`config.mk`:
```
export PLATFORM = sky130hd
export DESIGN_NAME = fpu_issue_controller
export DESIGN_NICKNAME = d
export VERILOG_FILES = /design/src/rtl/fpu_issue_controller_pkg.sv /design/src/rtl/fpu_issue_watchdog.sv /design/src/rtl/fpu_issue_controller.sv
export SDC_FILE = /design/constraint.sdc
export NUM_CORES = 1
export LEC_CHECK = 0
export CORE_MARGIN = 5
export CORE_UTILIZATION = 37
export DETAILED_ROUTE_END_ITERATION = 16
export PLACE_DENSITY = 0.75
export SETUP_SLACK_MARGIN = 0.3
export SKIP_CTS_REPAIR_TIMING = 1
export SYNTH_ARGS = -nofsm -noshare
export SYNTH_HDL_FRONTEND = slang
export SYNTH_SLANG_ARGS = --single-unit
```
`constraint.sdc`:
```
create_clock -name clk -period 4.1 [get_ports clk]
set_input_delay 1.025 -clock clk [delete_from_list [all_inputs] [get_ports clk]]
set_output_delay 1.025 -clock clk [all_outputs]
set_load 0.05 [all_outputs]
```
`src/rtl/fpu_issue_controller_pkg.sv`:
```
// Shared definitions for the fixed-point unit issue controller: op codes, FSM states, defaults.
package fpu_issue_controller_pkg;

   // Operation codes, identical to the `FPU_ADD / `FPU_SUB / `FPU_MUL / `FPU_SQRT values in Defines.vh
   localparam logic [1:0] FPU_ADD  = 2'b00;
   localparam logic [1:0] FPU_SUB  = 2'b01;
   localparam logic [1:0] FPU_MUL  = 2'b10;
   localparam logic [1:0] FPU_SQRT = 2'b11;

   typedef enum logic [1:0] {
      IDLE = 2'd0,
      BUSY = 2'd1,
      DONE = 2'd2
   } issue_state_t;

   localparam int DEFAULT_TIMEOUT = 64;
   localparam int FBITS           = 10;

   // Multi-cycle ops can still show the previous operation's ready in their first busy cycle.
   function automatic logic is_multicycle(input logic [1:0] op);
      return (op == FPU_MUL) || (op == FPU_SQRT);
   endfunction

endpackage

```
`src/rtl/fpu_issue_watchdog.sv`:
```
// Busy-cycle counter for the issue controller; flags the last permitted busy cycle.
module fpu_issue_watchdog
   import fpu_issue_controller_pkg::*;
#(
   parameter int TIMEOUT = DEFAULT_TIMEOUT
) (
   input  logic clk,
   input  logic reset,
   input  logic clear,
   input  logic busy,
   output logic expired
);

   localparam int CNT_W = $clog2(TIMEOUT + 1);

   logic [CNT_W-1:0] count_r;

   // Count busy cycles, restarting on each accepted request.
   always_ff @(posedge clk or posedge reset) begin
      if (reset) begin
         count_r <= '0;
      end else if (clear) begin
         count_r <= '0;
      end else if (busy && (count_r != CNT_W'(TIMEOUT))) begin
         count_r <= count_r + {{(CNT_W-1){1'b0}}, 1'b1};
      end else begin
         count_r <= count_r;
      end
   end

   assign expired = busy && (count_r == CNT_W'(TIMEOUT - 1));

endmodule

```
`src/rtl/fpu_issue_controller.sv`:
```
// Issues one request at a time to the fixed-point unit and hands the result to writeback.
// Optional busy timeout with error completion is enabled by defining FPU_ISSUE_TIMEOUT_EN.
module fpu_issue_controller
   import fpu_issue_controller_pkg::*;
#(
   parameter int WIDTH = 32,
   parameter int RD_W  = 5
`ifdef FPU_ISSUE_TIMEOUT_EN
   , parameter int TIMEOUT = DEFAULT_TIMEOUT
`endif
) (
   input  logic             clk,
   input  logic             reset,
   input  logic             req_valid,
   output logic             req_ready,
   input  logic [1:0]       req_op,
   input  logic [WIDTH-1:0] req_a,
   input  logic [WIDTH-1:0] req_b,
   input  logic [RD_W-1:0]  req_rd,
   output logic [WIDTH-1:0] fpu_operand_1,
   output logic [WIDTH-1:0] fpu_operand_2,
   output logic [1:0]       fpu_operation,
   output logic             fpu_start,
   input  logic [WIDTH-1:0] fpu_result,
   input  logic             fpu_ready,
   output logic             wb_valid,
   input  logic             wb_ready,
   output logic [WIDTH-1:0] wb_result,
   output logic [RD_W-1:0]  wb_rd,
   output logic             wb_error
);

   issue_state_t    state_r;
   issue_state_t    state_s;
   logic            first_r;
   logic [RD_W-1:0] rd_r;
   logic            accept_s;
   logic            qualified_s;
   logic            expired_s;
   logic            finish_s;

   assign req_ready   = (state_r == IDLE);
   assign accept_s    = req_valid && (state_r == IDLE);
   assign qualified_s = (state_r == BUSY) && fpu_ready &&
                        !(first_r && is_multicycle(fpu_operation));
   assign finish_s    = qualified_s || expired_s;

`ifdef FPU_ISSUE_TIMEOUT_EN
   logic error_r;

   fpu_issue_watchdog #(
      .TIMEOUT (TIMEOUT)
   ) u_watchdog (
      .clk     (clk),
      .reset   (reset),
      .clear   (accept_s),
      .busy    (state_r == BUSY),
      .expired (expired_s)
   );

   // Error flag: set by an expiry without a qualified ready, cleared by a real result.
   always_ff @(posedge clk or posedge reset) begin
      if (reset) begin
         error_r <= 1'b0;
      end else if (finish_s) begin
         error_r <= !qualified_s;
      end else begin
         error_r <= error_r;
      end
   end

   assign wb_error = error_r;
`else
   assign expired_s = 1'b0;
   assign wb_error  = 1'b0;
`endif

   // State register.
   always_ff @(posedge clk or posedge reset) begin
      if (reset) begin
         state_r <= IDLE;
      end else begin
         state_r <= state_s;
      end
   end

   // Next-state decode.
   always_comb begin
      state_s = state_r;
      case (state_r)
         IDLE:    if (accept_s) state_s = BUSY; else state_s = IDLE;
         BUSY:    if (finish_s) state_s = DONE; else state_s = BUSY;
         DONE:    if (wb_ready) state_s = IDLE; else state_s = DONE;
         default: state_s = IDLE;
      endcase
   end

   // Unit-side drive and writeback capture; the unit returns to a neutral ADD of zeros on completion.
   always_ff @(posedge clk or posedge reset) begin
      if (reset) begin
         fpu_operand_1 <= '0;
         fpu_operand_2 <= '0;
         fpu_operation <= FPU_ADD;
         fpu_start     <= 1'b0;
         first_r       <= 1'b0;
         rd_r          <= '0;
         wb_valid      <= 1'b0;
         wb_result     <= '0;
         wb_rd         <= '0;
      end else begin
         fpu_start <= 1'b0;
         if (accept_s) begin
            fpu_operand_1 <= req_a;
            fpu_operand_2 <= req_b;
            fpu_operation <= req_op;
            fpu_start     <= (req_op == FPU_SQRT);
            first_r       <= 1'b1;
            rd_r          <= req_rd;
         end else if (state_r == BUSY) begin
            first_r <= 1'b0;
            if (finish_s) begin
               fpu_operand_1 <= '0;
               fpu_operand_2 <= '0;
               fpu_operation <= FPU_ADD;
               wb_valid      <= 1'b1;
               wb_rd         <= rd_r;
               wb_result     <= qualified_s ? fpu_result : {WIDTH{1'b0}};
            end else begin
               wb_valid <= wb_valid;
            end
         end else if ((state_r == DONE) && wb_ready) begin
            wb_valid <= 1'b0;
         end else begin
            wb_valid <= wb_valid;
         end
      end
   end

endmodule

```
==> insert_results.sql, run 1 <==
INSERT INTO impl_metrics (metric_group, metric, value, unit) VALUES
('route', 'detailroute.via_count', '3990', ''),
('cts', 'cts_inserted_buffers', '17', ''),
('route', 'antenna_left', '0', ''),
('logic_synthesis', 'mux_cell_area_share_after_synthesis', '0.107', ''),
('route', 'post_drt_via_cell_ratio', '5.01', ''),
('sta', 'worst-slew-pin-transition', '1040', 'ps'),
('route', 'route.final.wire_length', '13.6', 'mm'),
('logic_synthesis', 'ys.flop_type', 'sky130_fd_sc_hd__dfrtp_1', ''),
('floorplan', 'core', '0.0125', 'mm2'),
('cts', 'cts_tree', 'built', ''),
('sta', 'drv_slew', '0', ''),
('finish', 'post_route_cells_drive_above_1_share', '0.134', ''),
('floorplan', 'fp.dieW', '123', 'um'),
('logic_synthesis', 'postSynthNetCount', '515', ''),
('setup_path', 'cp-end-kind', 'output port', ''),
('logic_synthesis', 'synth.cell_area', '0.00469', 'mm2'),
('cts', 'cts_sinks', '113', ''),
('sta', 'hold_slack', '503', 'ps'),
('power_and_ir_drop', 'power', '7470', 'uW'),
('global_routing', 'grt_pass1_wl', '21.4', 'mm'),
('global_routing', 'globalRouteOverflowTotal', '0', ''),
('logic_synthesis', 'ys_seq_area_frac', '0.603', ''),
('sta', 'setup_violations', '0', ''),
('logic_synthesis', 'async_set_reset_flop_share_out_of_synthesis', '1.00', ''),
('setup_path', 'worstSetupStartpointType', 'flop', ''),
('cts', 'clock_tree.htree_level_count', '4', ''),
('logic_synthesis', 'synth_compound_gate_area_share', '0.180', ''),
('floorplan', 'die-area', '0.0150', 'mm2'),
('floorplan', 'io_pins', '215', ''),
('sta', 'min_clock_period_post_route', '3000', 'ps'),
('logic_synthesis', 'avgSynthCellArea', '11.5', 'um2'),
('sta', 'skew', '12.6', 'ps'),
('logic_synthesis', 'post_synth_and_or_nand_nor_area_fraction', '0.0667', ''),
('finish', 'diodes', '0', ''),
('global_routing', 'grt_max_degree', '68', ''),
('logic_synthesis', 'synth_xor_area_frac', '0', ''),
('placement', 'place.detailed.hpwl', '9.63', 'mm'),
('floorplan', 'fp-row-count', '41', ''),
('floorplan', 'start_util', '0.374', ''),
('route', 'drcViolationCount', '0', ''),
('finish', 'final_nets', '720', ''),
('cts', 'cts_root_buffer', 'sky130_fd_sc_hd__clkbuf_16', ''),
('route', 'routed_wire_length_per_instance', '17.1', 'um'),
('cts', 'clk_pin_slew', '50', 'ps'),
('sta', 'fmax', '0.333', 'GHz'),
('sta', 'rsz0062_at_grt', 'no', ''),
('sta', 'fin_crit_sh', '0.733', ''),
('power_and_ir_drop', 'peakVddDrop', '0.516', 'mV'),
('sta', 'final-hold-violation-count', '0', ''),
('logic_synthesis', 'synth_cell_types', '22', ''),
('cts', 'ctsLongestPathBuffers', '2', ''),
('placement', 'buffer_ports.inserted', '213', ''),
('floorplan', 'die_h', '123', 'um'),
('sta', 'setup_tns', '0', 'ps'),
('min_path', 'type_of_the_tightest_min_delay_check', 'flop to flop', ''),
('setup_path', 'timing.critical_path.fanout_max', '24', ''),
('global_routing', 'grt_antenna_before_repair', '0', ''),
('setup_path', 'setup.worst_path.class', 'flop to output port', ''),
('power_and_ir_drop', 'power_leakage', '0.00310', 'uW'),
('placement', 'finalWeightedCongestion', '0.730', ''),
('logic_synthesis', 'synth_top_family_by_area', 'compound AO/OA/AOI/OAI gates', ''),
('logic_synthesis', 'synth.yosys.warnings', '0', ''),
('logic_synthesis', 'number_of_enable_type_register_cells_in_the_synthesized_netlist', '0', ''),
('finish', 'area_delta_synth_final', '59.0', '%'),
('logic_synthesis', 'synthAdderAreaFrac', '0', ''),
('route', 'dr.first_iter.drc_count', '308', ''),
('global_routing', 'grt.total_usage', '0.183', ''),
('status', 'outcome', 'complete, no violations', ''),
('power_and_ir_drop', 'power-per-cell-area', '1000', 'mW/mm2'),
('logic_synthesis', 'synth_cells', '407', ''),
('setup_path', 'worstPathRequired', '3070', 'ps'),
('flow_run', 'timing.max_cap.violations', '0', ''),
('logic_synthesis', 'synth-seq-cells', '113', ''),
('sta', 'slew_headroom', '0.307', ''),
('cts', 'insertion_delay', '410', 'ps'),
('global_routing', 'grt_pass1_vias', '4155', ''),
('setup_path', 'critical_path_at', '1980', 'ps'),
('route', 'first_pass_iters', '4', '');
## routing by layer
metal	part of all wire	wire length [um]	track usage	vias up
li1	-	-	-	1860
met1	0.40	5480	0.215	1956
met3	0.083	1130	0.0760	19
met2	0.50	6860	0.300	155
met4	0.013	179	0.0707	0
met5	0	0	0	-
## where the power goes
part	leakage (uW)	switching (uW)	internal, uW
clock	0.000268	464	827
combinational	0.00145	2670	1450
sequential	0.00138	402	1670
total	0.00310	3530	3940
## synthesized netlist by cell type, types with 2 or more instances
cell                         n  share of area
sky130_fd_sc_hd__a21oi_1     2         0.0021
sky130_fd_sc_hd__a22oi_1    66           0.11
sky130_fd_sc_hd__and3_1      2         0.0027
sky130_fd_sc_hd__buf_2      18          0.019
sky130_fd_sc_hd__buf_4       3         0.0048
sky130_fd_sc_hd__buf_6       2         0.0048
sky130_fd_sc_hd__clkbuf_1   10         0.0080
sky130_fd_sc_hd__clkbuf_2    2         0.0021
sky130_fd_sc_hd__dfrtp_1   113           0.60
sky130_fd_sc_hd__inv_1       2         0.0016
sky130_fd_sc_hd__mux2_2     34          0.082
sky130_fd_sc_hd__mux2_4      8          0.026
sky130_fd_sc_hd__nand2_1    68          0.054
sky130_fd_sc_hd__nand2b_1    2         0.0027
sky130_fd_sc_hd__nor2_1      2         0.0016
sky130_fd_sc_hd__o21ai_0    67          0.072
## sequential cells by signal, indices dropped and copies added (netlist names)
signal	flops
first_r	1
fpu_start	1
fpu_operand_1	32
state_r	2
fpu_operation	2
fpu_operand_2	32
wb_result	32
rd_r	5
wb_valid	1
wb_rd	5
## final cells by class
| cell class | instances | area, um2 |
|---|---|---|
| fill | 1070 | 5060 |
| sequential | 113 | 2830 |
| timing repair buffer | 221 | 2190 |
| multi-input combinational | 256 | 1670 |
| clock buffer | 26 | 499 |
| tap | 172 | 215 |
| clock inverter | 6 | 30.0 |
| inverter | 3 | 15.0 |
## placed cells by master (no fill, tap or decap)
| cell type | instances |
|---|---|
| sky130_fd_sc_hd__mux2_2 | 34 |
| sky130_fd_sc_hd__dfrtp_1 | 112 |
| sky130_fd_sc_hd__clkbuf_8 | 4 |
| sky130_fd_sc_hd__nor3_1 | 1 |
| sky130_fd_sc_hd__and3_2 | 1 |
| sky130_fd_sc_hd__buf_4 | 8 |
| sky130_fd_sc_hd__mux2_4 | 8 |
| sky130_fd_sc_hd__inv_1 | 1 |
| sky130_fd_sc_hd__nand2b_2 | 1 |
| sky130_fd_sc_hd__dfrtp_2 | 1 |
| sky130_fd_sc_hd__conb_1 | 1 |
| sky130_fd_sc_hd__o21ai_0 | 67 |
| sky130_fd_sc_hd__a22oi_1 | 66 |
| sky130_fd_sc_hd__nand2_1 | 68 |
| sky130_fd_sc_hd__and3_1 | 1 |
| sky130_fd_sc_hd__nor2_1 | 2 |
| sky130_fd_sc_hd__clkdlybuf4s50_1 | 213 |
| sky130_fd_sc_hd__inv_2 | 1 |
| sky130_fd_sc_hd__clkinv_2 | 6 |
| sky130_fd_sc_hd__clkinvlp_4 | 1 |
| sky130_fd_sc_hd__nand4_2 | 1 |
| sky130_fd_sc_hd__a21oi_1 | 2 |
| sky130_fd_sc_hd__clkbuf_1 | 5 |
| sky130_fd_sc_hd__nor3b_2 | 1 |
| sky130_fd_sc_hd__o21ai_1 | 1 |
| sky130_fd_sc_hd__nand2b_1 | 1 |
| sky130_fd_sc_hd__clkbuf_16 | 17 |
## cell families after synthesis
logic type,Yosys count
buffers and inverters,38
AOI/OAI and AO/OA,136
other,1
muxes,42
and+or+nand+nor,77
DFF,113
## metrics by stage
step	util	setup slack, ps	instances	cell area [um2]
2_1_floorplan	-	1700	407	4690
3_3_place_gp	0.553	932	765	6930
3_5_place_dp	0.553	896	765	6930
4_1_cts	0.596	1070	797	7450
5_1_grt	0.596	1020	797	7450
6_report	0.596	1100	797	7450
## worst max-delay path: stages (launching register included)
cell                              delay, ps
sky130_fd_sc_hd__dfrtp_2                570
sky130_fd_sc_hd__nor2_1                 160
sky130_fd_sc_hd__clkdlybuf4s50_1        830
## final timing paths
kind                                             end  slack (ps)            startpoint  depth (start not counted)
max                                        req_ready        1100  state_r[1]$_DFF_PP0_                          2
max reg2reg                wb_result[20]$_DFFE_PP0P_        1700  state_r[1]$_DFF_PP0_                          4
max in group asynchronous       state_r[1]$_DFF_PP0_        2360                 reset                          3
min in group asynchronous   wb_result[3]$_DFFE_PP0P_        1190                 reset                          3
min reg2reg                      rd_r[0]$_DFFE_PP0P_         500   rd_r[0]$_DFFE_PP0P_                          1
min                              rd_r[0]$_DFFE_PP0P_         500   rd_r[0]$_DFFE_PP0P_                          1
Power figures use the tool's default switching activity.
==> inputs of run 2 (changes only) <==
--- a/config.mk
+++ b/config.mk
@@ -8,7 +8,7 @@
 export CORE_MARGIN = 5
 export CORE_UTILIZATION = 37
 export DETAILED_ROUTE_END_ITERATION = 16
-export PLACE_DENSITY = 0.75
+export PLACE_DENSITY = 0.72
 export SETUP_SLACK_MARGIN = 0.3
 export SKIP_CTS_REPAIR_TIMING = 1
 export SYNTH_ARGS = -nofsm -noshare
==> constraint.sdc (replaced) <==
create_clock -name clk -period 2.8 [get_ports clk]
set_input_delay 0.7 -clock clk [delete_from_list [all_inputs] [get_ports clk]]
set_output_delay 0.7 -clock clk [all_outputs]
set_load 0.05 [all_outputs]
==> run 2 against run 1 <==
- register-to-register slack got worse by 860 ps
- clock skew down 8.5 ps
- critical endpoint is now fpu_operation[1]
- count of clock-buffer cells in the layout down 2
- largest cell class unchanged
- first-iteration DRC count rose by 14%
- via count rose by 1.5%
- global-route usage increased by 0.070 points
- utilization up 0.68 points
- total power grew 48%
- routed wire length up 0.18%
==> insert_results.sql, run 2 (synthesized netlist as in run 1, its figures left out) <==
INSERT INTO impl_metrics (metric_group, metric, value, unit) VALUES
('power_and_ir_drop', 'peakVddDrop', '0.933', 'mV'),
('sta', 'drv_slew', '0', ''),
('sta', 'skew', '4.14', 'ps'),
('global_routing', 'globalRouteOverflowTotal', '0', ''),
('route', 'first_pass_iters', '5', ''),
('floorplan', 'fp.dieW', '123', 'um'),
('global_routing', 'grt_antenna_before_repair', '0', ''),
('sta', 'worst-slew-pin-transition', '751', 'ps'),
('finish', 'layout.cells.most_common_list', '212 x sky130_fd_sc_hd__clkdlybuf4s50_1, 112 x sky130_fd_sc_hd__dfrtp_1, 68 x sky130_fd_sc_hd__nand2_1', ''),
('setup_path', 'timing.critical_path.slowest_cell_delay', '850', 'ps'),
('setup_path', 'timing.reg2reg.setup_slack', '840', 'ps'),
('global_routing', 'grt_pass1_wl', '21.4', 'mm'),
('floorplan', 'die_h', '123', 'um'),
('min_path', 'hp-start', 'wb_rd[2]$_DFFE_PP0P_', ''),
('min_path', 'whs_endpoint', 'wb_rd[2]$_DFFE_PP0P_', ''),
('sta', 'final-hold-violation-count', '0', ''),
('route', 'drcViolationCount', '0', ''),
('floorplan', 'core', '0.0125', 'mm2'),
('finish', 'biggestRegsByFlops', 'fpu_operand_1 x32, fpu_operand_2 x32, wb_result x32', ''),
('cts', 'insertion_delay', '400', 'ps'),
('floorplan', 'start_util', '0.374', ''),
('sta', 'fin_crit_sh', '0.842', ''),
('finish', 'layout.cells.most_common', 'sky130_fd_sc_hd__clkdlybuf4s50_1', ''),
('sta', 'setup_tns', '0', 'ps'),
('setup_path', 'critical_path_at', '1660', 'ps'),
('placement', 'place.detailed.hpwl', '9.54', 'mm'),
('setup_path', 'worstPathRequired', '2100', 'ps'),
('setup_path', 'worstSetupStartpointType', 'flop', ''),
('cts', 'clk_pin_slew', '50', 'ps'),
('finish', 'post_route_cells_drive_above_1_share', '0.134', ''),
('setup_path', 'setup.worst_path.class', 'flop to output port', ''),
('placement', 'finalWeightedCongestion', '0.765', ''),
('sta', 'slew_headroom', '0.500', ''),
('finish', 'post_layout_nonfiller_instances', '798', ''),
('cts', 'cts_sinks', '113', ''),
('global_routing', 'grt_max_degree', '71', ''),
('global_routing', 'grt.total_usage', '0.184', ''),
('placement', 'place.detailed.instances', '767', ''),
('sta', 'rsz0062_at_grt', 'no', ''),
('finish', 'diodes', '0', ''),
('min_path', 'timing.hold.worst_path_depth', '1', ''),
('setup_path', 'r2r-start', 'state_r[1]$_DFF_PP0_', ''),
('sta', 'fmax', '0.424', 'GHz'),
('setup_path', 'cp_top_family', 'buffers and inverters', ''),
('sta', 'setup_violations', '0', ''),
('cts', 'cts_root_buffer', 'sky130_fd_sc_hd__clkbuf_16', ''),
('flow_run', 'timing.max_cap.violations', '0', ''),
('status', 'outcome', 'complete, no violations', ''),
('setup_path', 'r2r_end', 'wb_result[20]$_DFFE_PP0P_', ''),
('setup_path', 'path_buf_inv', '1', ''),
('finish', 'final_nets', '722', ''),
('setup_path', 'worst_reg2reg_path_length_in_cells', '5', ''),
('global_routing', 'grt_pass1_vias', '4180', ''),
('setup_path', 'worstPathCellList', 'clkdlybuf4s50_1', ''),
('floorplan', 'fp-row-count', '41', ''),
('setup_path', 'cp-end-kind', 'output port', ''),
('cts', 'clock_tree.htree_level_count', '4', ''),
('placement', 'buffer_ports.inserted', '213', ''),
('route', 'route.final.wire_length', '13.7', 'mm'),
('cts', 'cts_inserted_buffers', '17', ''),
('cts', 'ctsLongestPathBuffers', '2', ''),
('route', 'detailroute.via_count', '4049', ''),
('route', 'dr.first_iter.drc_count', '351', ''),
('route', 'routed_wire_length_per_instance', '17.1', 'um'),
('power_and_ir_drop', 'power', '11100', 'uW'),
('route', 'antenna_left', '0', ''),
('route', 'post_drt_via_cell_ratio', '5.07', ''),
('power_and_ir_drop', 'power-per-cell-area', '1470', 'mW/mm2'),
('floorplan', 'die-area', '0.0150', 'mm2'),
('floorplan', 'io_pins', '215', ''),
('setup_path', 'crit_path_top_delay_cell', 'sky130_fd_sc_hd__clkdlybuf4s50_1', ''),
('cts', 'cts_tree', 'built', ''),
('setup_path', 'timing.critical_path.fanout_max', '4', ''),
('power_and_ir_drop', 'power_leakage', '0.00315', 'uW'),
('min_path', 'type_of_the_tightest_min_delay_check', 'flop to flop', ''),
('finish', 'area_delta_synth_final', '60.9', '%'),
('sta', 'min_clock_period_post_route', '2360', 'ps');
run 2: cell types whose count changed in the layout (fill, tap and decap cells not counted), sizes merged:
cell           change
clkinv             -1
clkdlybuf4s50      -1
bufinv             +2
clkbuf             -2
dlymetal6s2s       +1
buf                +2
run 2: where the power goes:
part           switching (uW)  internal, uW  total (uW)
clock                     680          1320        2000
combinational            3950          2150        6100
sequential                539          2440        2980
total                    5170          5910       11100
run 2: area by class of cell:
type / count / area, um2
well taps: 172 / 215
repair buffers: 223 / 2260
fillers: 1076 / 4980
clock buffers: 24 / 462
flip-flops and latches: 113 / 2830
inverters: 3 / 15.0
multi-input cells: 256 / 1670
clock inverters: 7 / 85.1
run 2: worst register-to-register path, cell delays in order, from the launching register on:
cell and delay, ps:
sky130_fd_sc_hd__dfrtp_2 350, sky130_fd_sc_hd__buf_4 580, sky130_fd_sc_hd__inv_2 120, sky130_fd_sc_hd__nand4_2 160
sky130_fd_sc_hd__buf_12 240, sky130_fd_sc_hd__mux2_2 400
run 2: worst max path at each step:
stage	startpoint	end	slack, ps	cells after the start
after floorplan	reset	first_r$_DFFE_PP0P_	730	1
after CTS	state_r[0]$_DFF_PP0_	req_ready	210	2
final	fpu_operation[1]$_DFFE_PP0P_	fpu_operation[1]	440	1
after global placement	req_valid	rd_r[0]$_DFFE_PP0P_	550	4
after global routing	fpu_operation[1]$_DFFE_PP0P_	fpu_operation[1]	390	1
after detailed placement	req_valid	fpu_operand_1[7]$_DFFE_PP0P_	490	5
run 2: per-stage QoR:
stage                     hold WS (ps)  cell area (um2)  utilization  setup WS (ps)
after detailed placement           493             6990        0.558            489
after floorplan                    477             4690            -            729
after global placement             486             6990        0.558            551
after CTS                          504             7540        0.602            205
after global routing               516             7540        0.602            385
final                              501             7540        0.602            443
run 2: per-layer routing:
layer  up-vias  global-route usage  part of all wire  wire length, um
met3        29              0.0747             0.083             1140
li1       1874                   -                 -                -
met4         0              0.0861             0.027              371
met5         -                   0                 0                0
met1      1972               0.214              0.39             5310
met2       174               0.297              0.50             6850
==> inputs of run 3 (changes only) <==
==> constraint.sdc (replaced) <==
create_clock -name clk -period 2.45 [get_ports clk]
set_input_delay 0.6125 -clock clk [delete_from_list [all_inputs] [get_ports clk]]
set_output_delay 0.6125 -clock clk [all_outputs]
set_load 0.05 [all_outputs]
==> run 3 against run 2 <==
- first-iteration DRC count is 8.8% lower
- hold slack worse by 6.2 ps
- sequential share of layout area is 1.2 points lower
- highest routed layer unchanged
==> insert_results.sql, run 3 (synthesized netlist as in run 1, its figures left out) <==
INSERT INTO impl_metrics (metric_group, metric, value, unit) VALUES
('finish', 'layout.cells.most_common_list', '112 x sky130_fd_sc_hd__dfrtp_1, 107 x sky130_fd_sc_hd__clkdlybuf4s50_1, 106 x sky130_fd_sc_hd__dlymetal6s2s_1', ''),
('sta', 'min_clock_period_post_route', '2020', 'ps'),
('sta', 'slew_headroom', '0.495', ''),
('cts', 'clock_tree.htree_level_count', '4', ''),
('route', 'routed_wire_length_per_instance', '17.4', 'um'),
('setup_path', 'worstPathRequired', '1840', 'ps'),
('route', 'antenna_left', '0', ''),
('floorplan', 'core', '0.0125', 'mm2'),
('sta', 'setup_tns', '0', 'ps'),
('sta', 'drv_slew', '0', ''),
('cts', 'cts_sinks', '113', ''),
('global_routing', 'grt_max_degree', '87', ''),
('global_routing', 'grt_pass1_vias', '4155', ''),
('floorplan', 'die_h', '123', 'um'),
('sta', 'fmax', '0.494', 'GHz'),
('setup_path', 'timing.critical_path.fanout_max', '8', ''),
('cts', 'cts_inserted_buffers', '17', ''),
('global_routing', 'grt.total_usage', '0.182', ''),
('finish', 'post_route_cells_drive_above_1_share', '0.138', ''),
('route', 'dr.first_iter.drc_count', '320', ''),
('min_path', 'type_of_the_tightest_min_delay_check', 'flop to flop', ''),
('sta', 'fin_crit_sh', '0.826', ''),
('cts', 'cts_root_buffer', 'sky130_fd_sc_hd__clkbuf_16', ''),
('finish', 'post_layout_nonfiller_instances', '797', ''),
('flow_run', 'timing.max_cap.violations', '0', ''),
('sta', 'skew', '5.69', 'ps'),
('sta', 'final-hold-violation-count', '0', ''),
('setup_path', 'path_buf_inv', '1', ''),
('setup_path', 'crit_path_top_delay_cell', 'sky130_fd_sc_hd__dfrtp_1', ''),
('floorplan', 'die-area', '0.0150', 'mm2'),
('sta', 'setup_violations', '0', ''),
('route', 'post_drt_via_cell_ratio', '5.05', ''),
('sta', 'worst-slew-pin-transition', '758', 'ps'),
('finish', 'finish.utilization', '0.623', ''),
('setup_path', 'timing.critical_path.slowest_cell_delay', '460', 'ps'),
('cts', 'ctsLongestPathBuffers', '2', ''),
('power_and_ir_drop', 'power_leakage', '0.00436', 'uW'),
('power_and_ir_drop', 'peakVddDrop', '0.865', 'mV'),
('cts', 'clk_pin_slew', '50', 'ps'),
('route', 'drcViolationCount', '0', ''),
('route', 'route.final.wire_length', '13.8', 'mm'),
('global_routing', 'grt_antenna_before_repair', '0', ''),
('setup_path', 'setup.worst_path.class', 'flop to output port', ''),
('finish', 'area_delta_synth_final', '66.3', '%'),
('placement', 'place.detailed.hpwl', '9.30', 'mm'),
('finish', 'biggestRegsByFlops', 'fpu_operand_1 x32, fpu_operand_2 x32, wb_result x32', ''),
('route', 'detailroute.via_count', '4024', ''),
('setup_path', 'critical_path_at', '1410', 'ps'),
('finish', 'layout.cells.most_common', 'sky130_fd_sc_hd__dfrtp_1', ''),
('placement', 'place.detailed.instances', '766', ''),
('cts', 'cts_tree', 'built', ''),
('setup_path', 'worstPathCellList', 'nor2_1 -> dlymetal6s2s_1', ''),
('global_routing', 'globalRouteOverflowTotal', '0', ''),
('setup_path', 'cp-end-kind', 'output port', ''),
('placement', 'buffer_ports.inserted', '213', ''),
('floorplan', 'fp-row-count', '41', ''),
('floorplan', 'start_util', '0.374', ''),
('cts', 'insertion_delay', '400', 'ps'),
('setup_path', 'cp_top_family', 'flip-flops', ''),
('floorplan', 'fp.dieW', '123', 'um'),
('finish', 'final_nets', '721', ''),
('setup_path', 'worstSetupStartpointType', 'flop', ''),
('placement', 'finalWeightedCongestion', '0.727', ''),
('route', 'first_pass_iters', '4', ''),
('floorplan', 'io_pins', '215', ''),
('status', 'outcome', 'complete, no violations', ''),
('sta', 'rsz0062_at_grt', 'no', ''),
('global_routing', 'grt_pass1_wl', '21.1', 'mm'),
('finish', 'diodes', '0', ''),
('power_and_ir_drop', 'power-per-cell-area', '1600', 'mW/mm2');
## run 3: changes by cell type in the layout (fill, tap and decap cells not counted)
cell	delta
sky130_fd_sc_hd__clkbuf_1	-3
sky130_fd_sc_hd__buf_12	+1
sky130_fd_sc_hd__buf_4	-2
sky130_fd_sc_hd__bufinv_16	-2
sky130_fd_sc_hd__clkdlybuf4s50_1	-105
sky130_fd_sc_hd__clkbuf_8	+4
sky130_fd_sc_hd__clkinv_2	+1
sky130_fd_sc_hd__dlymetal6s2s_1	+105
## run 3: power breakdown
part	internal [uW]	switching (uW)	leakage, uW
sequential	2790	565	0.00138
clock	1410	772	0.000272
combinational	2400	4540	0.00270
total	6590	5880	0.00436
## run 3: layout make-up
type	instances	area [um2]
clock buffer	25	505
clock inverter	6	30.0
fill	1032	4720
inverter	3	15.0
multi-input combinational	256	1670
sequential	113	2830
tap	172	215
timing repair buffer	222	2530
## run 3: final timing paths
| path | cells past startpoint | end | slack [ps] | start |
|---|---|---|---|---|
| setup / recovery | 2 | req_ready | 430 | state_r[0]$_DFF_PP0_ |
| hold / removal | 1 | wb_result[29]$_DFFE_PP0P_ | 490 | wb_result[29]$_DFFE_PP0P_ |
| setup reg to reg | 5 | wb_result[31]$_DFFE_PP0P_ | 470 | state_r[1]$_DFF_PP0_ |
| hold reg to reg | 1 | wb_result[29]$_DFFE_PP0P_ | 490 | wb_result[29]$_DFFE_PP0P_ |
| max in group asynchronous | 3 | state_r[1]$_DFF_PP0_ | 1340 | reset |
| min in group asynchronous | 3 | fpu_operation[1]$_DFFE_PP0P_ | 680 | reset |
## run 3: stage by stage
stage	worst slack (ps)	total power, uW	hold slack, ps	area, um2
after global placement	303	10300	487	7000
after floorplan	466	8020	477	4690
after global routing	308	13100	510	7800
after detailed placement	228	10500	492	7000
final	427	12500	495	7800
after CTS	13.8	12700	505	7530
## run 3: per-layer routing
layer | up-vias | GRT usage | wire (um)
met5 | - | 0 | 0
met2 | 168 | 0.285 | 6790
met1 | 1955 | 0.210 | 5490
li1 | 1877 | - | -
met3 | 24 | 0.0903 | 1280
met4 | 0 | 0.0819 | 290
## run 3: worst register-to-register path, stage by stage, from the launching register on
cell and delay [ps]:
sky130_fd_sc_hd__dfrtp_2 350, sky130_fd_sc_hd__buf_4 590, sky130_fd_sc_hd__inv_2 130, sky130_fd_sc_hd__nand4_2 150
sky130_fd_sc_hd__buf_12 240, sky130_fd_sc_hd__mux2_2 400
